File: config.mk
export PLATFORM = sky130hd
export DESIGN_NAME = req_arbiter_8
export DESIGN_NICKNAME = d
export VERILOG_FILES = /design/src/rtl/req_arbiter_8.sv
export SDC_FILE = /design/constraint.sdc
export NUM_CORES = 1
export LEC_CHECK = 0
export CAP_MARGIN = 20
export CORE_ASPECT_RATIO = 0.6
export CORE_MARGIN = 4
export CORE_UTILIZATION = 59
export CTS_CLUSTER_SIZE = 24
export DETAILED_ROUTE_END_ITERATION = 7
export GPL_TIMING_DRIVEN = 1
export PLACE_DENSITY_LB_ADDON = 0.25
export RECOVER_POWER = 50
export SETUP_SLACK_MARGIN = 0.15
export SLEW_MARGIN = 15
export SYNTH_ARGS = -nofsm -noshare
export SYNTH_HDL_FRONTEND = slang
export SYNTH_SLANG_ARGS = --single-unit
File: constraint.sdc
create_clock -name clk -period 3.45 [get_ports clk]
set_input_delay 0.5175 -clock clk [delete_from_list [all_inputs] [get_ports clk]]
set_output_delay 0.5175 -clock clk [all_outputs]
set_load 0.01 [all_outputs]
File: src/rtl/req_arbiter_8.sv
// req_arbiter_8: eight-requester arbiter with fixed-priority or round-robin
// winner selection, grant-until-release ownership and an optional hold
// timeout that preempts an owner once other requesters are waiting.
module req_arbiter_8 #(
  parameter int unsigned MAX_HOLD = 16,
  parameter int unsigned CNT_W    = 8
) (
  input  logic       clk,
  input  logic       rst_n,
  input  logic [7:0] req,
  input  logic       rr_mode,
  output logic [7:0] gnt,
  output logic [2:0] gnt_idx,
  output logic       gnt_valid,
  output logic       preempt
);

  typedef enum logic {
    ST_IDLE = 1'b0,
    ST_OWN  = 1'b1
  } state_t;

  // Timeout is armed once the counter reaches this value; it also saturates here.
  localparam logic             HOLD_EN   = (MAX_HOLD != 0);
  localparam logic [CNT_W-1:0] HOLD_LAST = (MAX_HOLD == 0) ? '0 : CNT_W'(MAX_HOLD - 1);

  state_t           r_state;
  logic [7:0]       r_gnt;
  logic [2:0]       r_gnt_idx;
  logic             r_gnt_valid;
  logic             r_preempt;
  logic [2:0]       r_last_idx;
  logic [CNT_W-1:0] r_hold_cnt;

  state_t           w_state_nxt;
  logic [7:0]       w_gnt_nxt;
  logic [2:0]       w_gnt_idx_nxt;
  logic             w_gnt_valid_nxt;
  logic             w_preempt_nxt;
  logic [2:0]       w_last_idx_nxt;
  logic [CNT_W-1:0] w_hold_cnt_nxt;

  logic [7:0]       w_owner_oh;
  logic [7:0]       w_others;
  logic [7:0]       w_cand;
  logic             w_release;
  logic             w_timeout;
  logic             w_arb;
  logic             w_win_found;
  logic [2:0]       w_win_idx;

  // Arbitration event decode; a release takes precedence over a coincident timeout.
  assign w_owner_oh = 8'b1 << r_gnt_idx;
  assign w_others   = req & ~w_owner_oh;
  assign w_release  = (r_state == ST_OWN) && !req[r_gnt_idx];
  assign w_timeout  = (r_state == ST_OWN) && HOLD_EN && (r_hold_cnt == HOLD_LAST) &&
                      (|w_others) && !w_release;
  assign w_cand     = (r_state == ST_IDLE) ? req : w_others;
  assign w_arb      = ((r_state == ST_IDLE) && (|req)) || w_release || w_timeout;

  // Winner pick: highest set bit, or descending search from last_idx-1 in round-robin.
  always_comb begin
    w_win_found = 1'b0;
    w_win_idx   = 3'd0;
    if (!rr_mode) begin
      for (int i = 0; i < 8; i++) begin
        if (w_cand[i]) begin
          w_win_found = 1'b1;
          w_win_idx   = 3'(i);
        end
      end
    end else begin
      // Walk from the farthest search position to the nearest so the nearest hit wins.
      for (int j = 7; j >= 0; j--) begin
        if (w_cand[r_last_idx - 3'(j + 1)]) begin
          w_win_found = 1'b1;
          w_win_idx   = r_last_idx - 3'(j + 1);
        end
      end
    end
  end

  // State register plus registered outputs and bookkeeping.
  always_ff @(posedge clk or negedge rst_n) begin
    if (!rst_n) begin
      r_state     <= ST_IDLE;
      r_gnt       <= '0;
      r_gnt_idx   <= '0;
      r_gnt_valid <= 1'b0;
      r_preempt   <= 1'b0;
      r_last_idx  <= '0;
      r_hold_cnt  <= '0;
    end else begin
      r_state     <= w_state_nxt;
      r_gnt       <= w_gnt_nxt;
      r_gnt_idx   <= w_gnt_idx_nxt;
      r_gnt_valid <= w_gnt_valid_nxt;
      r_preempt   <= w_preempt_nxt;
      r_last_idx  <= w_last_idx_nxt;
      r_hold_cnt  <= w_hold_cnt_nxt;
    end
  end

  // Next-state: an arbitration event lands in OWN if anyone is eligible, else IDLE.
  always_comb begin
    w_state_nxt = r_state;
    if (w_arb) begin
      w_state_nxt = w_win_found ? ST_OWN : ST_IDLE;
    end
  end

  // Next output values: new grant on an event, otherwise hold and count.
  always_comb begin
    w_gnt_nxt       = r_gnt;
    w_gnt_idx_nxt   = r_gnt_idx;
    w_gnt_valid_nxt = r_gnt_valid;
    w_preempt_nxt   = 1'b0;
    w_last_idx_nxt  = r_last_idx;
    w_hold_cnt_nxt  = r_hold_cnt;
    if (w_arb) begin
      w_hold_cnt_nxt = '0;
      if (w_win_found) begin
        w_gnt_nxt       = 8'b1 << w_win_idx;
        w_gnt_idx_nxt   = w_win_idx;
        w_gnt_valid_nxt = 1'b1;
        w_last_idx_nxt  = w_win_idx;
        w_preempt_nxt   = w_timeout;
      end else begin
        w_gnt_nxt       = '0;
        w_gnt_idx_nxt   = '0;
        w_gnt_valid_nxt = 1'b0;
      end
    end else if ((r_state == ST_OWN) && HOLD_EN && (r_hold_cnt != HOLD_LAST)) begin
      w_hold_cnt_nxt = r_hold_cnt + CNT_W'(1);
    end
  end

  assign gnt       = r_gnt;
  assign gnt_idx   = r_gnt_idx;
  assign gnt_valid = r_gnt_valid;
  assign preempt   = r_preempt;

endmodule

==> impl_metrics.ini <==
[critical_path]
worstPathRequired_ns = 3.63
cp_max_fo = 8
critPathKind = flop to flop
endpoint_kind = flop
crit_path_start_kind = flop
arrival_ns = 3.37

[routing]
num_vias = 3333
drt-vias-per-instance = 7.29
drtPass1Iterations = 6
drt_wl_total_um = 10300
wire_per_inst_um = 22.6
drc = 0
antenna_left = 0
drtIter0Drc = 586

[sta]
hold_viol_final = 0
max_freq_mhz = 313
setup_viol = 0
fin_crit_ns = 3.20
tns_ns = 0
fin_skew_ns = 0.00774
worstMarginPinSlew_ns = 1.33
slew_headroom_pct = 11.6
rsz0062_at_grt = true
drv_slew = 0
post-route-period-util_pct = 92.7

[yosys]
ys_seq_area_share_pct = 20.8
synth.avg_cell_area_um2 = 7.95
synth_edf_count = 0
netlist_area_mm2 = 0.00289
synth-seq-cells = 24
synth_nets = 377
yosysTopAreaCellShare_pct = 20.8
ys_top_cells_by_area = dfrtp_1 (21%), mux4_2 (5.5%), nand2_1 (5.1%), nor2_1 (3.5%), o21ai_0 (2.9%)
ys.flop_type = dfrtp_1
synthArstFlopShare_pct = 100
yosysTopAreaCell = dfrtp_1
yosys_warnings = 0
postSynthCellCount = 363
synth_cell_types = 77

[place]
dpl.hpwl_um = 7700
place_congestion = 1.11
place_area_mm2 = 0.00331
io_buffers = 23
dp.cells = 451

[die]
coreArea_mm2 = 0.00464
start_util_pct = 62.2
dieHeight_um = 62.2
io_pins = 24
rows = 19
die_w_um = 98.3
die_area_mm2 = 0.00611

[final_layout]
fillCellCount = 377
finish.utilization_pct = 73.8
final_cells = 457
syn_to_final_growth_pct = 18.5
fin_nets = 409
stdcell_area_mm2 = 0.00342
antenna_cells = 0
drive_gt1_share_pct = 17.5

[clocking]
cts_sinks = 24
clk_pin_slew_ns = 0.10
root_buffer = clkbuf_8
clockBufferDepth = 2
numCtsBuffers = 3
h-tree-depth = 1
cts_tree = done
ctsHoldBuffers = 0
clk_latency_ns = 0.28

[grt]
antenna_found_initial = 0
grt_pass1_vias = 2983
grt_pass1_wl_um = 16300
grt_max_degree = 32
overflow = 0
grt_use_total_pct = 33.1

[run]
cap_violations = 0

[outcome]
outcome = finished, final reports clean

[hold_path]
hold_class = flop to flop

[power_and_ir_drop]
p_leak_nw = 1.36
max-vdd-ir-drop_mv = 1.01
power.density_mw_per_mm2 = 1220
state kept, by name, summed over array words and instances (netlist names):
name and cells:
r_hold_cnt 8, gnt_valid 1, r_last_idx 3, gnt 8
gnt_idx 3, preempt 1
layer usage:
metal | global-route usage (%) | vias to the layer above | part of all wire, %
met2 | 44.1 | 284 | 40
li1 | - | 1478 | -
met1 | 49.0 | 1540 | 41
met4 | 3.75 | 2 | 1.5
met3 | 16.1 | 29 | 17
met5 | 5.13 | - | 0.33
cells in the final DEF (no fill, tap or decap), types with 6 or more instances in the layout:
cell type	netlist	routed
mux2i_1	8	8
inv_1	6	6
dlygate4sd3_1	0	6
nor3_1	7	7
dfrtp_1	24	21
o21ai_0	17	17
nor2_1	27	27
nand2_1	39	38
nor2b_1	8	8
mux4_2	7	7
buf_4	3	36
o31ai_1	7	7
o22ai_1	10	10
xor2_1	6	6
nand3_1	15	15
nand2b_1	10	10
a21oi_1	11	11
clkdlybuf4s50_1	0	16
and2_1	8	7
a31oi_1	8	8
nand4_1	6	6
report_power, final:
part / leakage (nW) / internal (mW) / total [mW] / switching (mW)
clock: 0.0357 / 0.155 / 0.256 / 0.101
combinational: 1.02 / 1.43 / 3.44 / 2.01
sequential: 0.308 / 0.370 / 0.490 / 0.121
total: 1.36 / 1.96 / 4.19 / 2.23
cell families after synthesis:
kind of cell	synth area share, %
AOI/OAI and AO/OA	30.4
adders and majority gates	1.30
and+or+nand+nor	29.1
buffers and inverters	6.29
DFF	20.8
muxes	9.41
xor gates and xnor gates	2.73
worst paths after layout:
check,start,to,slack (ns),cells past startpoint
worst min register to register,gnt[2]$_DFFE_PN0N_,gnt[2]$_DFFE_PN0N_,0.47,2
max in group asynchronous,rst_n,gnt_valid$_DFFE_PN0N_,2.07,1
worst max register to register,gnt_idx[1]$_DFFE_PN0N_,gnt[6]$_DFFE_PN0N_,0.25,10
worst max-delay path,gnt_idx[1]$_DFFE_PN0N_,gnt[6]$_DFFE_PN0N_,0.25,10
worst min-delay path,gnt[2]$_DFFE_PN0N_,gnt[2]$_DFFE_PN0N_,0.47,2
min in group asynchronous,rst_n,gnt_idx[1]$_DFFE_PN0N_,0.51,1
synth_stat cells (4+ instances only):
library cell and number:
or3_1 4, a32o_1 4, nand2_1 39, o22ai_1 10, o31ai_1 7, mux2i_1 8, a31oi_1 8, nand2b_1 10
mux4_2 7, nand3_1 15, o2111ai_1 5, a21oi_1 11, o21ai_0 17, o211ai_1 5, o21a_1 4, nor2b_1 8
o221ai_1 5, nand4_1 6, nor2_1 27, a211o_1 5, inv_1 6, dfrtp_1 24, buf_2 8, nor3_1 7
clkbuf_1 17, and2_1 8, xor2_1 6
metrics by stage:
| step | total power [mW] | hold slack [ns] | worst slack, ns |
|---|---|---|---|
| finish | 4.19 | 0.475 | 0.252 |
| global route | 4.44 | 0.517 | 0.130 |
| CTS | 4.01 | 0.487 | 0.217 |
| detailed placement | 3.74 | 0.465 | 0.136 |
| global placement | 3.71 | 0.463 | 0.197 |
| floorplan | 2.72 | 0.222 | 0.316 |
cell type report:
type	count	area (um2)	area share (%)
inverter	7	26.3	0.768
clock inverter	1	30.0	0.878
timing repair buffer	60	514	15.0
sequential	24	604	17.7
multi-input combinational	299	2120	62.1
tap	63	78.8	2.31
clock buffer	3	41.3	1.21
timing repair:
item                                    4_1_cts  5_1_grt
endpoints found under the setup margin        0       13
gates resized for setup                       0        9
buffers inserted                              0        2
critical path, cell delays in order, from the launching register on:
cell	delay [ns]
dfrtp_2	0.49
buf_4	0.19
nand4b_1	0.27
buf_4	0.22
a21oi_1	0.12
o21ai_0	0.23
and4_1	0.28
or3_1	0.38
o221a_1	0.28
o41a_1	0.38
a32o_1	0.25
Power figures use the tool's default switching activity.
